===== config.mk =====
export PLATFORM = sky130hd
export DESIGN_NAME = move_scheduler
export DESIGN_NICKNAME = d
export VERILOG_FILES = /design/src/rtl/move_scheduler.sv
export SDC_FILE = /design/constraint.sdc
export NUM_CORES = 1
export LEC_CHECK = 0
export BUFFER_PORTS_ARGS = -buffer_cell sky130_fd_sc_hd__buf_2
export CORE_MARGIN = 2
export CORE_UTILIZATION = 36
export CTS_BUF_LIST = sky130_fd_sc_hd__clkbuf_4 sky130_fd_sc_hd__clkbuf_8
export DETAILED_ROUTE_END_ITERATION = 12
export GPL_ROUTABILITY_DRIVEN = 0
export PLACE_DENSITY = 0.78
export SLEW_MARGIN = 20
export SYNTH_ARGS = -nofsm -noshare
export SYNTH_HDL_FRONTEND = slang
export SYNTH_SLANG_ARGS = --single-unit

===== constraint.sdc =====
create_clock -name clk -period 2.7 [get_ports clk]
set_input_delay 0.81 -clock clk [delete_from_list [all_inputs] [get_ports clk]]
set_output_delay 0.81 -clock clk [all_outputs]
set_load 0.05 [all_outputs]

===== src/rtl/move_scheduler.sv =====
// ---------------------------------------------------------------------------
// move_scheduler
//
// Purpose:
//   Turns the free-running display counter into game timing. A rising edge
//   of display_cnt[WRAP_BIT] is one frame. Each frame produces a one-cycle
//   frame_tick. Per-actor frame dividers derive the Pacman, Blinky and Clyde
//   move strobes from these frames. Pacman's mouth animation steps once per
//   Pacman move.
//
// Ports:
//   clk          in   system clock
//   rst          in   asynchronous active-high reset
//   display_cnt  in   [CNT_W-1:0] free-running display counter value
//   pause        in   level; freezes movement and animation (ticks continue)
//   frightened   in   level; ghosts divide by FRIGHT_DIV instead of GHOST_DIV
//   step         in   (SINGLE_STEP_EN only) rising edge injects one frame
//                     while paused
//   frame_tick   out  one-cycle pulse per counter wrap
//   pac_move     out  one-cycle Pacman move strobe
//   blinky_move  out  one-cycle Blinky move strobe
//   clyde_move   out  one-cycle Clyde move strobe
//   mouth_state  out  [1:0] 0=OPEN 1=HALF_CLOSING 2=CLOSED 3=HALF_OPENING
//
// Build option:
//   SINGLE_STEP_EN  when defined, adds the `step` input for single-frame
//                   stepping while paused. When undefined, pause fully
//                   freezes movement.
// ---------------------------------------------------------------------------
module move_scheduler #(
  parameter int CNT_W      = 27,
  parameter int WRAP_BIT   = 25,
  parameter int PAC_DIV    = 1,
  parameter int GHOST_DIV  = 2,
  parameter int FRIGHT_DIV = 4
) (
  input  logic             clk,
  input  logic             rst,
  input  logic [CNT_W-1:0] display_cnt,
  input  logic             pause,
  input  logic             frightened,
`ifdef SINGLE_STEP_EN
  input  logic             step,
`endif
  output logic             frame_tick,
  output logic             pac_move,
  output logic             blinky_move,
  output logic             clyde_move,
  output logic [1:0]       mouth_state
);

  // -------------------------------------------------------------------------
  // Divider counter sizing: wide enough for the largest divisor's DIV-1.
  // -------------------------------------------------------------------------
  localparam int MAX_GDIV = (GHOST_DIV > FRIGHT_DIV) ? GHOST_DIV : FRIGHT_DIV;
  localparam int MAX_DIV  = (PAC_DIV > MAX_GDIV) ? PAC_DIV : MAX_GDIV;
  localparam int DIV_W    = (MAX_DIV > 1) ? $clog2(MAX_DIV) : 1;

  localparam logic [DIV_W-1:0] PAC_LAST    = DIV_W'(PAC_DIV - 1);
  localparam logic [DIV_W-1:0] GHOST_LAST  = DIV_W'(GHOST_DIV - 1);
  localparam logic [DIV_W-1:0] FRIGHT_LAST = DIV_W'(FRIGHT_DIV - 1);
  localparam logic [DIV_W-1:0] GHOST_HALF  = DIV_W'(GHOST_DIV / 2);
  localparam logic [DIV_W-1:0] FRIGHT_HALF = DIV_W'(FRIGHT_DIV / 2);

  // Actor slots in the packed counter / strobe vectors.
  localparam int A_PAC    = 0;
  localparam int A_BLINKY = 1;
  localparam int A_CLYDE  = 2;

  typedef enum logic [1:0] {
    MOUTH_OPEN         = 2'd0,
    MOUTH_HALF_CLOSING = 2'd1,
    MOUTH_CLOSED       = 2'd2,
    MOUTH_HALF_OPENING = 2'd3
  } mouth_t;

  // -------------------------------------------------------------------------
  // Declarations
  // -------------------------------------------------------------------------
  logic                  prev_bit_q;
  logic                  prev_fright_q;
  logic                  frame_tick_q;
  logic [2:0]            move_q;
  logic [2:0]            move_d;
  logic [2:0][DIV_W-1:0] cnt_q;
  logic [2:0][DIV_W-1:0] cnt_d;
  mouth_t                mouth_q;
  mouth_t                mouth_d;

  logic                  wrap_edge;
  logic                  step_evt;
  logic                  frame_evt;
  logic                  advance;
  logic                  fright_change;
  logic [DIV_W-1:0]      ghost_last;
  logic [DIV_W-1:0]      ghost_half;

  // Only WRAP_BIT matters; the remaining counter bits are deliberately
  // folded into a sink so the full-width port can stay as-is.
  logic                  unused_cnt_bits;
  assign unused_cnt_bits = ^display_cnt;

  // -------------------------------------------------------------------------
  // Frame event detection
  // -------------------------------------------------------------------------
  assign wrap_edge = display_cnt[WRAP_BIT] & ~prev_bit_q;

`ifdef SINGLE_STEP_EN
  logic step_prev_q;

  always_ff @(posedge clk or posedge rst) begin
    if (rst) begin
      step_prev_q <= 1'b0;
    end else begin
      step_prev_q <= step;
    end
  end

  // A step only counts while paused; when running it is ignored entirely.
  assign step_evt = pause & step & ~step_prev_q;
`else
  assign step_evt = 1'b0;
`endif

  // A real wrap and a step in the same cycle merge into one frame.
  assign frame_evt = wrap_edge | step_evt;

  // While paused only synthetic step frames move anything; real wraps still
  // produce frame_tick but leave the dividers alone.
  assign advance = pause ? step_evt : wrap_edge;

  // -------------------------------------------------------------------------
  // Ghost divisor selection
  // -------------------------------------------------------------------------
  assign fright_change = frightened ^ prev_fright_q;
  assign ghost_last    = frightened ? FRIGHT_LAST : GHOST_LAST;
  assign ghost_half    = frightened ? FRIGHT_HALF : GHOST_HALF;

  // -------------------------------------------------------------------------
  // Divider next-state and strobe generation
  // -------------------------------------------------------------------------
  always_comb begin
    cnt_d  = cnt_q;
    move_d = '0;

    // Pacman ignores frightened entirely.
    if (advance) begin
      if (cnt_q[A_PAC] == PAC_LAST) begin
        cnt_d[A_PAC]  = '0;
        move_d[A_PAC] = 1'b1;
      end else begin
        cnt_d[A_PAC] = cnt_q[A_PAC] + DIV_W'(1);
      end
    end

    // A divisor change restarts both ghosts with the stagger recomputed for
    // the new divisor. It takes priority over a coincident frame, so no
    // ghost strobe is emitted from a half-old/half-new schedule.
    if (fright_change) begin
      cnt_d[A_BLINKY] = '0;
      cnt_d[A_CLYDE]  = ghost_half;
    end else if (advance) begin
      for (int i = A_BLINKY; i <= A_CLYDE; i++) begin
        if (cnt_q[i] == ghost_last) begin
          cnt_d[i]  = '0;
          move_d[i] = 1'b1;
        end else begin
          cnt_d[i] = cnt_q[i] + DIV_W'(1);
        end
      end
    end
  end

  // -------------------------------------------------------------------------
  // Datapath registers
  // -------------------------------------------------------------------------
  always_ff @(posedge clk or posedge rst) begin
    if (rst) begin
      prev_bit_q      <= 1'b0;
      prev_fright_q   <= 1'b0;
      frame_tick_q    <= 1'b0;
      move_q          <= '0;
      cnt_q[A_PAC]    <= '0;
      cnt_q[A_BLINKY] <= '0;
      // Clyde starts half a ghost period ahead so the ghosts alternate.
      cnt_q[A_CLYDE]  <= GHOST_HALF;
    end else begin
      prev_bit_q    <= display_cnt[WRAP_BIT];
      prev_fright_q <= frightened;
      frame_tick_q  <= frame_evt;
      move_q        <= move_d;
      cnt_q         <= cnt_d;
    end
  end

  // -------------------------------------------------------------------------
  // Mouth animation FSM: steps on the same edge that registers pac_move.
  // -------------------------------------------------------------------------
  always_ff @(posedge clk or posedge rst) begin
    if (rst) begin
      mouth_q <= MOUTH_OPEN;
    end else begin
      mouth_q <= mouth_d;
    end
  end

  always_comb begin
    mouth_d = mouth_q;
    if (move_d[A_PAC]) begin
      unique case (mouth_q)
        MOUTH_OPEN:         mouth_d = MOUTH_HALF_CLOSING;
        MOUTH_HALF_CLOSING: mouth_d = MOUTH_CLOSED;
        MOUTH_CLOSED:       mouth_d = MOUTH_HALF_OPENING;
        MOUTH_HALF_OPENING: mouth_d = MOUTH_OPEN;
        default:            mouth_d = MOUTH_OPEN;
      endcase
    end
  end

  // -------------------------------------------------------------------------
  // Outputs
  // -------------------------------------------------------------------------
  assign frame_tick  = frame_tick_q;
  assign pac_move    = move_q[A_PAC];
  assign blinky_move = move_q[A_BLINKY];
  assign clyde_move  = move_q[A_CLYDE];
  assign mouth_state = mouth_q;

endmodule

Word level (Yosys, flattened, before mapping)

Index checks and enable logic that the tools add are counted.

Flip-flop bits (word level): 14

Add/subtract/negate cells: 3
Equal/unequal tests: 5
Mux-type cells: 15
Bitwise logic cells: 3
Reductions and logical operators: 3

Operators with widths:

| cell                | number |
|---|---|
| $mux 2              | 7 |
| $mux 4              | 2 |
| $pmux 2 s4          | 1 |
| $add 2x1->2 const B | 3 |
| $mux 1              | 5 |
| $eq 2x2->1          | 2 |
| $eq 2x2->1 const B  | 2 |
| $logic_not 2->1     | 2 |
| $eq 2x1->1 const B  | 1 |
| $reduce_bool 2->1   | 1 |
| $and 1x1->1         | 1 |
| $not 1->1           | 1 |
| $xor 1x1->1         | 1 |

Depth between registers and ports, before layout

Depth in word-level cells: 5
Gate-level depth with buffers: 4
Depth with buffers taken out: 4

Worst setup path after synthesis

No wires, ideal clock.

Path kind: input port to flip-flop
From: in display_cnt[25]
To: reg cnt_q[4] in the netlist's numbering
Library setup time: 88 ps
Data arrival time: 1578 ps
Required time: 2612 ps
Path slack: 1034 ps
Stages on the path: 3
Buffers on the path: 0
Cell sequence: nor3b_4 > xor2_1 > maj3_1

Cells in the longest elaborated chain, start to end: 3

Ends and longest elaborated chain:

| what                               | line | source |
|---|---|---|
| from (decl)                        | 39   | `input logic [CNT_W-1:0] display_cnt,` |
| $and 1x1->1                        | 106  | `assign wrap_edge = display_cnt[WRAP_BIT] & ~prev_bit_q;` |
| $mux 1                             | 130  | `assign advance = pause ? step_evt : wrap_edge;` |
| $reduce_bool 2->1 (no source line) | -    |  |
| to (signal assigned)               | 192  | `cnt_q <= cnt_d;` |
| to (decl)                          | 85   | `logic [2:0][DIV_W-1:0] cnt_q;` |

No other way between the ends.
A chain may end at the register's enable or synchronous reset.

Worst setup path after layout

From: reg mouth_q[1] (netlist: mouth_state[1])
To: out mouth_state[1]

RTL lines:

| what                   | line | source |
|---|---|---|
| from (decl)            | 87   | `mouth_t mouth_q;` |
| from (signal assigned) | 203  | `mouth_q <= mouth_d;` |
| to (decl)              | 49   | `output logic [1:0] mouth_state` |

No word-level cell between the ends.

==> run summary <==
The run gives 37 as the boundary pin count. Dividing the synthesized area by the synthesized cell count gives 11.4 um2. The startpoint of the worst-slack reg-to-reg timing path was prev_bit_q. The cell type with the highest aggregate area in the netlist was sky130_fd_sc_hd__dfrtp_1. The first-pass GRT wire length was 1630 um; the maximum clock frequency was 575 MHz.

For the final routed database, the setup TNS stands at 0 ns. After clock tree synthesis, the clock-pin slew on the worst setup and hold paths is 0.08 ns. At the pin with the least slew margin, the transition time is 0.524 ns. Summed over all nets, the switching power comes to 0.000218 W. The number of H-tree branching levels was 1; the pin count of the biggest net entering global routing was 15. The tools report the number of cell rows as 15. Measured along the y axis, the die boundary spans 46.1 um. The maximum cell stage delay along the critical path is 0.38 ns, and the number of global-route vias before repair is 399. The wire length reported by the detailed router was 933 um.

The number of distinct library cell variants in the gate-level netlist after synthesis came out at 20. The tools report the tightest slew margin relative to the limit as 0.650. The tools report the sort of element at the start of the critical path as a flip-flop. The clock arrives with 0.00556 ns of skew. The via density per instance came out at 5.12.

The run gives 0 as the count of yosys warnings during synthesis. By area the synthesized netlist is led by sky130_fd_sc_hd__dfrtp_1 (51%), sky130_fd_sc_hd__ha_1 (7.9%), sky130_fd_sc_hd__dfstp_2 (4.1%). For this design the static power due to leakage is 0.359 nW. For this run, the post-layout net count is 104.

The overall via count from detail_route is 435. The arrival time at the worst endpoint came out at 0.93 ns. The number of nets in the synthesized netlist is 91. The floorplan step defined a die boundary enclosing 2120 um2. The post-synthesis cell area is 637 um2. TritonCTS built the clock tree. The post-route antenna net violation count is 0, and the area share of the largest cell type after synthesis is 0.511. Clock network fraction of total power: 0.242.

The internal power of the cells totals 0.000390 W. Counting flops and latches in the post-synthesis netlist gives 14. The critical path starts at mouth_state[1].

The root buffer cell is sky130_fd_sc_hd__clkbuf_4. The tools report the total overflow reported by the global router as 0. The worst path buffer plus inverter count is 1. For the final-report hold violation count, the log shows 0.

Sequential fraction of the synthesis area: 0.552. Of all nets on the critical path, the largest fanout is 3. For the hold-fix buffer count after cts, the log shows 0. The tools report the register share of total power as 0.443.

The global-route usage over all layers was 0.112; the minimum clock period was 1.74 ns. The clock reaches the later pin of the worst-skew pair after 0.27 ns. The number of remaining DRC errors was 0. The setup path with the least slack is of type reg -> out. Setup repair after global routing left no endpoint under its margin. Final HPWL from detailed placement: 717 um. Routed length per placed instance: 11.0 um. IR analysis of the VDD net gives a maximum drop of 0.000308 V. 0 antenna diodes ended up in the layout. STA puts the critical path data required time at 1.89 ns. The tools report the sink count of the clock tree as 14. The relative contribution of combinational cells to total power came out at 0.315. The tools report the critical path endpoint category as a primary output. The fraction of layout instances using a drive strength above 1 was 0.235; the effective utilization at floorplan was 0.377. In the layout the commonest cells are sky130_fd_sc_hd__dfrtp_1 (13), sky130_fd_sc_hd__buf_2 (10), sky130_fd_sc_hd__inv_1 (6). The slowest stage cell on the critical path was sky130_fd_sc_hd__dfrtp_1.

The final cell utilization of the core is 0.436. The flow ran to the end, and the final reports show no timing, DRC or antenna violations. The initial antenna violation count is 0, and the violation count after the first detailed-route iteration is 2. The cell family with the largest share of critical-path delay is flip-flops. The library cell used most frequently in the layout, excluding fill and tap cells, is sky130_fd_sc_hd__dfrtp_1. The run gives 0 as the number of max-slew violations in the final report. The run gives 2 as the total iterations of the first detailed-routing run. After technology mapping, the gate count stands at 56.

The core region is 1690 um2. The critical path goes through buf_2. Compared with the post-synthesis result, the final layout area differs by 15.7%. Worst min-delay path startpoint: prev_bit_q. The worst min-delay path category is reg -> reg. Post-CTS timing repair inserted 0 buffers for setup. Counting along the longest clock path gives a buffer depth of 2. Across the run, the number of max-cap violations was 0. Dividing total power by cell area gives a power density of 824 nW/um2.

During placement, the flow inserted port buffers numbering 10. The number of instances resized during post-cts repair came out at 0. The fraction of power spent switching nets was 0.358; the clock buffer count from CTS was 3.

Setup violations remaining at the end of the flow were counted as 0. In this run the horizontal extent of the chip is 46.1 um. The share of the clock period used by the worst path was 0.644.
## final cells by class
type,instances,area [um2]
inverter,6,22.5
sequential,14,352
tap,17,21.3
clock buffer,4,36.3
multi-input combinational,34,255
timing repair buffer,10,50.0
fill,171,952
## layer usage
| metal | routed length [um] | vias to the layer above | GRT usage |
|---|---|---|---|
| li1 | - | 217 | - |
| met1 | 415 | 207 | 0.113 |
| met2 | 465 | 9 | 0.189 |
| met3 | 43 | 2 | 0.0471 |
| met4 | 8 | 0 | 0.0686 |
| met5 | 0 | - | 0 |
## Yosys cell counts
cell,instances
sky130_fd_sc_hd__o211ai_1,1
sky130_fd_sc_hd__and2_1,2
sky130_fd_sc_hd__o31ai_1,1
sky130_fd_sc_hd__dfrtp_1,13
sky130_fd_sc_hd__clkbuf_1,2
sky130_fd_sc_hd__nand2_1,3
sky130_fd_sc_hd__o21ai_1,4
sky130_fd_sc_hd__nand4bb_1,2
sky130_fd_sc_hd__o22ai_1,1
sky130_fd_sc_hd__xnor2_1,1
sky130_fd_sc_hd__or3_1,2
sky130_fd_sc_hd__nor2b_1,1
sky130_fd_sc_hd__xor2_1,3
sky130_fd_sc_hd__ha_1,4
sky130_fd_sc_hd__inv_1,6
sky130_fd_sc_hd__nor3b_4,1
sky130_fd_sc_hd__dfstp_2,1
sky130_fd_sc_hd__nand3_1,4
sky130_fd_sc_hd__a21oi_1,3
sky130_fd_sc_hd__maj3_1,1
## logic make-up (layout without fill, tap and decap cells)
group	count (synthesis)	count (layout)	synth area share
compound gates	10	10	0.0884
xor+xnor	4	4	0.0550
simple gates	15	15	0.163
flops	14	14	0.552
buf+inv	8	20	0.0472
fa+ha+maj	5	5	0.0943
## sequential cells by signal, indices dropped and copies added, names as in the netlist
signal / flops
cnt_q: 6
frame_tick: 1
prev_bit_q: 1
move_q: 3
mouth_state: 2
prev_fright_q: 1
## through the flow
step	hold slack, ns	instance area (um2)	worst slack (ns)	std cells	power, W
floorplan	0.466	637	1.03	56	0.000420
global route	0.542	737	0.914	85	0.000653
finish	0.506	737	0.961	85	0.000607
global placement	0.487	701	0.821	81	0.000453
detailed placement	0.496	701	0.808	81	0.000468
CTS	0.513	737	0.947	85	0.000619
## worst reg2reg max path: stages (launching register included)
cell and delay, ns:
sky130_fd_sc_hd__dfrtp_1 0.42, sky130_fd_sc_hd__nor3b_4 0.40, sky130_fd_sc_hd__xor2_1 0.13, sky130_fd_sc_hd__maj3_1 0.36
## power by group through the flow
| stage | registers [W] | clock network [W] | logic [W] |
|---|---|---|---|
| after detailed placement | 0.000274 | 0 | 0.000194 |
| after global routing | 0.000274 | 0.000164 | 0.000215 |
| after global placement | 0.000271 | 0 | 0.000183 |
| final | 0.000269 | 0.000147 | 0.000191 |
| after floorplan | 0.000331 | 0 | 0.0000892 |
| after CTS | 0.000270 | 0.000154 | 0.000196 |
## worst paths after layout
kind | endpoint | slack (ns) | cells after the start
hold reg to reg | frame_tick | 0.51 | 1
setup / recovery | mouth_state[1] | 0.96 | 1
min in group asynchronous | cnt_q[0] | 0.55 | 2
setup reg to reg | cnt_q[4] | 1.31 | 3
hold / removal | frame_tick | 0.51 | 1
max in group asynchronous | cnt_q[4] | 1.78 | 2
(Power assumes the default switching activity.)
